### src/rtl/trace_pkg.sv
// Shared trace-entry layout for the recorder and the circuit-to-Verilog generator.
// An entry is packed MSB first as {ts, prev_state, new_state, cond}.
package trace_pkg;

  typedef enum logic [1:0] {
    FIELD_TS   = 2'd0,
    FIELD_PREV = 2'd1,
    FIELD_NEW  = 2'd2,
    FIELD_COND = 2'd3
  } trace_field_e;

  localparam int unsigned DROP_CNT_W = 8;
  localparam logic [DROP_CNT_W-1:0] DROP_CNT_MAX = 8'hFF;

  function automatic int unsigned entry_width(input int unsigned ts_w,
                                              input int unsigned state_w,
                                              input int unsigned cond_w);
    return ts_w + 2 * state_w + cond_w;
  endfunction

endpackage

### src/rtl/trace_fifo.sv
// Synchronous FIFO holding trace entries; pointers wrap modulo DEPTH (power of two).
module trace_fifo #(
  parameter int unsigned W     = 14,
  parameter int unsigned DEPTH = 8
) (
  input  logic                     clk,
  input  logic                     rst_n,
  input  logic                     flush,
  input  logic                     push,
  input  logic                     pop,
  input  logic [W-1:0]             wr_data,
  output logic [W-1:0]             rd_data,
  output logic [$clog2(DEPTH):0]   level,
  output logic                     full,
  output logic                     empty
);
  localparam int unsigned AW = $clog2(DEPTH);

  logic [W-1:0]  mem_q [DEPTH];
  logic [AW-1:0] wr_ptr_q, wr_ptr_d;
  logic [AW-1:0] rd_ptr_q, rd_ptr_d;
  logic [AW:0]   level_q, level_d;

  // Flush wins over any push/pop issued in the same cycle.
  always_comb begin
    wr_ptr_d = wr_ptr_q;
    rd_ptr_d = rd_ptr_q;
    level_d  = level_q;
    if (flush) begin
      wr_ptr_d = '0;
      rd_ptr_d = '0;
      level_d  = '0;
    end else begin
      if (push) begin
        wr_ptr_d = wr_ptr_q + AW'(1);
      end else begin
        wr_ptr_d = wr_ptr_q;
      end
      if (pop) begin
        rd_ptr_d = rd_ptr_q + AW'(1);
      end else begin
        rd_ptr_d = rd_ptr_q;
      end
      if (push && !pop) begin
        level_d = level_q + (AW+1)'(1);
      end else if (pop && !push) begin
        level_d = level_q - (AW+1)'(1);
      end else begin
        level_d = level_q;
      end
    end
  end

  always_ff @(posedge clk or negedge rst_n) begin
    if (!rst_n) begin
      wr_ptr_q <= '0;
      rd_ptr_q <= '0;
      level_q  <= '0;
    end else begin
      wr_ptr_q <= wr_ptr_d;
      rd_ptr_q <= rd_ptr_d;
      level_q  <= level_d;
    end
  end

  always_ff @(posedge clk) begin
    if (push && !flush) begin
      mem_q[wr_ptr_q] <= wr_data;
    end
  end

  assign rd_data = mem_q[rd_ptr_q];
  assign level   = level_q;
  assign full    = (level_q == (AW+1)'(DEPTH));
  assign empty   = (level_q == '0);

endmodule

### src/rtl/fsm_trace_recorder.sv
// Records state transitions of an observed FSM as timestamped entries in a FIFO,
// counting events that arrive while the FIFO is full.
module fsm_trace_recorder
  import trace_pkg::*;
#(
  parameter int unsigned STATE_W = 2,
  parameter int unsigned COND_W  = 2,
  parameter int unsigned DEPTH   = 8,
  parameter int unsigned TS_W    = 8
) (
  input  logic                              clk,
  input  logic                              rst_n,
  input  logic                              enable,
  input  logic                              clear,
  input  logic [STATE_W-1:0]                state_in,
  input  logic [COND_W-1:0]                 cond_in,
  output logic                              rd_valid,
  input  logic                              rd_ready,
  output logic [TS_W+2*STATE_W+COND_W-1:0]  rd_data,
  output logic [$clog2(DEPTH):0]            level,
  output logic                              overflow,
  output logic [7:0]                        drop_cnt
);
  localparam int unsigned ENTRY_W = entry_width(TS_W, STATE_W, COND_W);

  logic [STATE_W-1:0]    prev_q, prev_d;
  logic [TS_W-1:0]       ts_q, ts_d;
  logic                  overflow_q, overflow_d;
  logic [DROP_CNT_W-1:0] drop_cnt_q, drop_cnt_d;

  logic               event_s;
  logic               pop_s;
  logic               push_s;
  logic               drop_s;
  logic               full_s;
  logic               empty_s;
  logic [ENTRY_W-1:0] entry_s;

  assign event_s = enable && (state_in != prev_q);
  assign pop_s   = !empty_s && rd_ready;
  // A full FIFO can still take the event when the head leaves in the same cycle.
  assign push_s  = event_s && !clear && (!full_s || pop_s);
  assign drop_s  = event_s && !clear && full_s && !pop_s;
  assign entry_s = {ts_q, prev_q, state_in, cond_in};

  always_comb begin
    prev_d     = state_in;
    ts_d       = ts_q + TS_W'(1);
    overflow_d = overflow_q;
    drop_cnt_d = drop_cnt_q;
    if (clear) begin
      overflow_d = 1'b0;
      drop_cnt_d = '0;
    end else if (drop_s) begin
      overflow_d = 1'b1;
      if (drop_cnt_q != DROP_CNT_MAX) begin
        drop_cnt_d = drop_cnt_q + DROP_CNT_W'(1);
      end else begin
        drop_cnt_d = drop_cnt_q;
      end
    end else begin
      overflow_d = overflow_q;
      drop_cnt_d = drop_cnt_q;
    end
  end

  always_ff @(posedge clk or negedge rst_n) begin
    if (!rst_n) begin
      prev_q     <= '0;
      ts_q       <= '0;
      overflow_q <= 1'b0;
      drop_cnt_q <= '0;
    end else begin
      prev_q     <= prev_d;
      ts_q       <= ts_d;
      overflow_q <= overflow_d;
      drop_cnt_q <= drop_cnt_d;
    end
  end

  trace_fifo #(
    .W     (ENTRY_W),
    .DEPTH (DEPTH)
  ) u_fifo (
    .clk     (clk),
    .rst_n   (rst_n),
    .flush   (clear),
    .push    (push_s),
    .pop     (pop_s),
    .wr_data (entry_s),
    .rd_data (rd_data),
    .level   (level),
    .full    (full_s),
    .empty   (empty_s)
  );

  assign rd_valid = !empty_s;
  assign overflow = overflow_q;
  assign drop_cnt = drop_cnt_q;

endmodule

### config.mk
export PLATFORM = sky130hd
export DESIGN_NAME = fsm_trace_recorder
export DESIGN_NICKNAME = d
export VERILOG_FILES = /design/src/rtl/trace_pkg.sv /design/src/rtl/trace_fifo.sv /design/src/rtl/fsm_trace_recorder.sv
export SDC_FILE = /design/constraint.sdc
export NUM_CORES = 1
export LEC_CHECK = 0
export CAP_MARGIN = 20
export CORE_MARGIN = 2
export CORE_UTILIZATION = 36
export CTS_CLUSTER_DIAMETER = 50
export DETAILED_ROUTE_END_ITERATION = 8
export GPL_TIMING_DRIVEN = 0
export SYNTH_ARGS = -nofsm -noshare
export SYNTH_HDL_FRONTEND = slang
export SYNTH_SLANG_ARGS = --single-unit
export TNS_END_PERCENT = 100
### constraint.sdc
create_clock -name clk -period 3 [get_ports clk]
set_input_delay 0.3 -clock clk [delete_from_list [all_inputs] [get_ports clk]]
set_output_delay 0.3 -clock clk [all_outputs]
set_load 0.02 [all_outputs]
## Word level (Yosys, flattened, before mapping)

Memories as Yosys holds them, arrays and structs flattened.
Index checks and enable logic that the tools add are counted.

- Register bits: 29
- Memory bits (writable): 112
- Input port bits: 9
- Logic and storage cells: 53
- Memories: 1

- Add/subtract/negate cells: 6
- Equality and inequality tests: 3
- Muxes and demuxes: 14
- Reductions and logical operators: 22

Memory list:

| memory | words | width | rd ports | clocked after Yosys merged registers in | write ports | line | source |
|---|---|---|---|---|---|---|---|
| u_fifo.mem_q | 8 | 14 | 1 | 0 | 1 | trace_fifo.sv:19 | `logic [W-1:0] mem_q [DEPTH];` |

Operator list:

| operator | count |
|---|---|
| 8-bit two-way mux | 3 |
| 8-bit by 1-bit adder with 8-bit output (second input constant) | 2 |
| 3-bit two-way mux | 4 |
| 4-bit two-way mux | 3 |
| 1-bit logical AND | 9 |
| 8-bit != test (second input constant) | 1 |
| 2-bit nonzero test | 4 |
| 3-bit by 1-bit adder with 3-bit output (second input constant) | 2 |
| 1-bit zero test | 5 |
| 4-bit by 1-bit adder with 4-bit output (second input constant) | 1 |
| 4-bit == test (second input constant) | 1 |
| 4-bit zero test | 1 |
| 1-bit two-way mux | 4 |
| 4-bit by 1-bit subtractor with 4-bit output (second input constant) | 1 |
| 3-bit nonzero test | 1 |
| 2-bit != test | 1 |
| 2-bit AND reduction | 1 |
| 1-bit logical OR | 1 |

## Longest topological paths before layout

- Depth in word-level cells: 10
- Depth in mapped cells: 10
- Depth with buffers taken out: 9

## Cells and area by module

A second synthesis with hierarchy kept.

- Cell total of the unflattened synthesis: 313
- Area, all modules: 5764.3 um^2

By module, submodules not included:

| module | instances | cells each | area an instance (um^2) | sequential area each (um^2) |
|---|---|---|---|---|
| trace_fifo | 1 | 231 | 4833.4 | 3613.5 |
| fsm_trace_recorder | 1 | 82 | 930.9 | 475.5 |

## Least setup slack after synthesis

OpenSTA, ideal clock, no wires.

- Kind: reg2reg
- From: reg u_fifo.level_q[1] (netlist: u_fifo.level[1])
- To: reg u_fifo.level_q[3] (netlist: u_fifo.level[3])
- Library setup time: 0.087 ns
- Data arrival time: 2.553 ns
- Slack: 0.360 ns
- Cell stages (with the launch flop): 10
- Path buffers: 0
- Clock period less this slack: 2.640 ns
- Path through: dfrtp_1 -> or4_4 -> nand2_1 -> nand3_1 -> ha_1 -> a21o_2 -> a21oi_1 -> nand4_1 -> a211o_1 -> o211ai_1

- Cells in the longest elaborated chain, start to end: 8

RTL lines:

| item | line | source |
|---|---|---|
| start, declared | trace_fifo.sv:22 | `logic [AW:0] level_q, level_d;` |
| start signal, assigned | trace_fifo.sv:62 | `level_q <= level_d;` |
| 4-bit zero test (*) | trace_fifo.sv:75 | `assign empty = (level_q == '0);` |
| 1-bit zero test (*) | - |  |
| net rd_valid | fsm_trace_recorder.sv:17 | `output logic rd_valid,` |
| 1-bit logical AND (*) | fsm_trace_recorder.sv:40 | `assign pop_s = !empty_s && rd_ready;` |
| 1-bit logical OR | fsm_trace_recorder.sv:42 | `assign push_s = event_s && !clear && (!full_s \|\| pop_s);` |
| 1-bit logical AND | fsm_trace_recorder.sv:42 |  |
| 1-bit logical AND or 1-bit zero test (tied branches) | trace_fifo.sv:44, trace_fifo.sv:46 |  |
| 4-bit two-way mux or 1-bit logical AND (tied branches) | trace_fifo.sv:44, trace_fifo.sv:46 |  |
| 4-bit two-way mux or 3-bit nonzero test (tied branches) | - |  |

Mark *: on every way through the listed nets, which the timed path passes. The rest lies on a longest branch. The select of a mux whose other input is x is not followed.
A chain may end at the register's enable or synchronous reset.

## Worst setup path in the final report

- From: reg u_fifo.rd_ptr_q[1]
- To: out rd_data[6]

- Cells in the longest elaborated chain, start to end: 1

RTL lines:

| item | line | source |
|---|---|---|
| start, declared | trace_fifo.sv:21 | `logic [AW-1:0] rd_ptr_q, rd_ptr_d;` |
| start signal, assigned | trace_fifo.sv:61 | `rd_ptr_q <= rd_ptr_d;` |
| memory read 8 x 14 bit | - |  |
| end, declared | fsm_trace_recorder.sv:19 | `output logic [TS_W+2*STATE_W+COND_W-1:0] rd_data,` |

Every way passes these cells.

==> impl_metrics.toml <==
[synthesis]
yosys_most_used_dff = "edfxtp_1"
synth-seq-area-share = 0.714
synth_area_um2 = 5730
synth_fp_nets = 335
synth_area_leaders = "edfxtp_1, dfrtp_1, mux4_2, mux2_2, xnor2_1"
synth_xor_xnor_area_share = 0.0245
synth_area_leader_cell = "edfxtp_1"
synth_cells = 319
muxShareOfSynthArea = 0.145
avgSynthCellArea_um2 = 18.0
synthAdderAreaFrac = 0.0166
synth_seq_cells = 141
synth.distinct_cells = 40
synth_edf_count = 112
synth_top_area_share = 0.587
yosysWarnings = 0
yosys.area_share.simple = 0.0640
synth_compound_area_frac = 0.0242
synth_top_family_by_area = "multiplexers"
asyncSetResetFlopFracSynth = 0.206

[final_layout]
layout_common_cells = "edfxtp_1, clkdlybuf4s50_1, dfrtp_1, mux4_2, nand2_1"
area_growth_pct = 24.4
layout_commonest_cell = "edfxtp_1"
insertedDiodeCount = 0
fin_nets = 398
postLayoutCoreUtil = 0.453
drive_gt1_frac = 0.271
fin_cells = 611

[floorplanning]
start_util = 0.365
top_level_ports = 37
die_y_um = 130
die_x_um = 130
num_rows = 46
coreArea_um2 = 15700
fp.dieArea_um2 = 16900

[sta]
period_needed_ps = 2900
fin_ws_ps = 104
fmax_mhz = 345
setup_viol = 0
finalHoldViolCount = 0
timing.hold.ws_ps = 267
tightest_slew_ps = 738
rsz0062_at_grt = "false"
maxSlewViolCount = 0
clock_skew_ps = 4.77
finalCritPeriodShare = 0.965
slew_headroom = 0.508

[route]
wl_per_cell_um = 18.3
ant_nets = 0
drc = 0
vias = 2993
drt_iter0_markers = 245
vias_per_cell = 4.90
firstDrtPassIters = 5
wirelength_um = 11200

[placement]
dp_hpwl_um = 7050
numPortBuffers = 35
place_ws_ps = -358
place_congestion = 0.784
place_inst = 578

[critical_path]
end_kind = "primary output"
critPathLaunchType = "flop"
cpMaxStageDelayCell = "clkdlybuf4s50_1"
worstSetupPathType = "reg -> out"
cp_max_fo = 10
crit_chain = "buf_2 -> buf_4 -> mux4_2 -> mux2_2 -> clkdlybuf4s50_1"
cp_slowest_stage_delay_ps = 570
cp.arrival_ps = 2600
crit_required_ps = 2700
path_delay_family = "buffers and inverters"
path_buf_inv = 3

[power_and_ir_drop]
p_int_mw = 4.06
clockPowerShare = 0.371
p_seq_frac = 0.405
p_leak_nw = 2.43
comb_power_share = 0.225
swShare = 0.260
powerDensity_nw_per_um2 = 771
p_sw_mw = 1.43
vdd_drop_max_mv = 0.484

[global_routing]
antenna_found_initial = 0
grt_max_degree = 30
grt_pass1_wl_um = 17400
grt.total_usage = 0.145
overflow = 0
grt_pass1_vias = 3087

[cts]
cts_setup_buffers = 0
numCtsBuffers = 17
cts_root_buf = "clkbuf_16"
clk_pin_slew_worst_paths_ps = 50
cts_tree = "yes"
htree_levels = 4
clk_path_buf_depth = 2
clock_latency_ps = 420
clkSinkCount = 141

[flow_run]
cap_viol_max_count = 0

[run_status]
status = "complete, no violations"

[min_path]
worstHoldPathType = "in -> reg"
==> area by class of cell <==
type,count,area (um^2)
fill,1355,8590
sequential,141,4090
multi-input combinational,162,1620
timing repair buffer,44,468
clock buffer,22,464
tap,216,270
clock inverter,10,113
buffer,11,80.1
inverter,5,18.8
==> through the flow <==
| step | cell area (um^2) | power [mW] | TNS, ps |
|---|---|---|---|
| finish | 7120 | 5.49 | 0 |
| global route | 7120 | 5.73 | 0 |
| CTS | 7090 | 5.54 | 0 |
| detailed placement | 6480 | 3.48 | -8140 |
| global placement | 6350 | 3.44 | -92910 |
| floorplan | 5730 | 3.05 | 0 |
==> synth_stat cells (5+ instances only) <==
cell type,n
nor2_1,17
mux4_2,28
buf_2,5
mux2_2,14
nand3_1,9
nor3_1,9
xnor2_1,9
inv_1,5
ha_1,6
nand2_1,19
nand2b_1,7
dfrtp_1,29
xor2_1,7
edfxtp_1,112
a21oi_1,5
==> worst register-to-register path: cells and delay by family, from the launching register on <==
family / cells / cell delay [ps]
AOI/OAI and AO/OA: 4 / 870
adders and majority gates: 1 / 330
DFF: 1 / 450
and+or+nand+nor: 4 / 1090
==> final timing paths <==
path	slack (ps)	startpoint	to	depth (start not counted)
hold reg to reg	540	overflow	overflow	2
min in group asynchronous	480	rst_n	prev_q[1]	2
setup / recovery	100	u_fifo.rd_ptr_q[1]	rd_data[6]	5
max in group asynchronous	2040	rst_n	ts_q[1]	2
setup reg to reg	180	u_fifo.level[1]	u_fifo.level[3]	9
hold / removal	270	rd_ready	u_fifo.level[3]	3
==> flip-flops by register name, indices dropped and copies added, names as in the netlist <==
signal,count
u_fifo.level,4
drop_cnt,8
u_fifo.mem_q,112
overflow,1
u_fifo.wr_ptr_q,3
prev_q,2
ts_q,8
u_fifo.rd_ptr_q,3
==> kinds of logic after synthesis <==
logic type,Yosys count
AND/OR/NAND/NOR,74
AO/OA/AOI/OAI,19
multiplexers,46
XOR/XNOR,16
adder cells (fa/ha/maj),7
flip-flops,141
buffers and inverters,16
==> power by group through the flow <==
| stage | Sequential (mW) | Combinational (mW) | Clock (mW) |
|---|---|---|---|
| 2_1_floorplan | 2.27 | 0.780 | 0 |
| 3_3_place_gp | 2.25 | 1.19 | 0 |
| 3_5_place_dp | 2.26 | 1.22 | 0 |
| 4_1_cts | 2.22 | 1.25 | 2.07 |
| 5_1_grt | 2.23 | 1.34 | 2.16 |
| 6_report | 2.22 | 1.24 | 2.03 |
==> what timing repair did <==
item / in CTS / in global routing
hold buffers: 1 / 0
endpoints found under the setup margin: 14 / 27
hold endpoints to repair: 29 / 0
gates resized for setup: 8 / 8
==> metal layers <==
layer | wire (um) | part of all wire | global-route usage | vias up
met5 | 0 | 0 | 0 | -
met4 | 151 | 0.013 | 0.0569 | 0
met3 | 486 | 0.043 | 0.0398 | 15
met2 | 5210 | 0.47 | 0.220 | 66
met1 | 5350 | 0.48 | 0.201 | 1537
li1 | - | - | - | 1375
No activity file was read; power rests on OpenSTA's default activity.
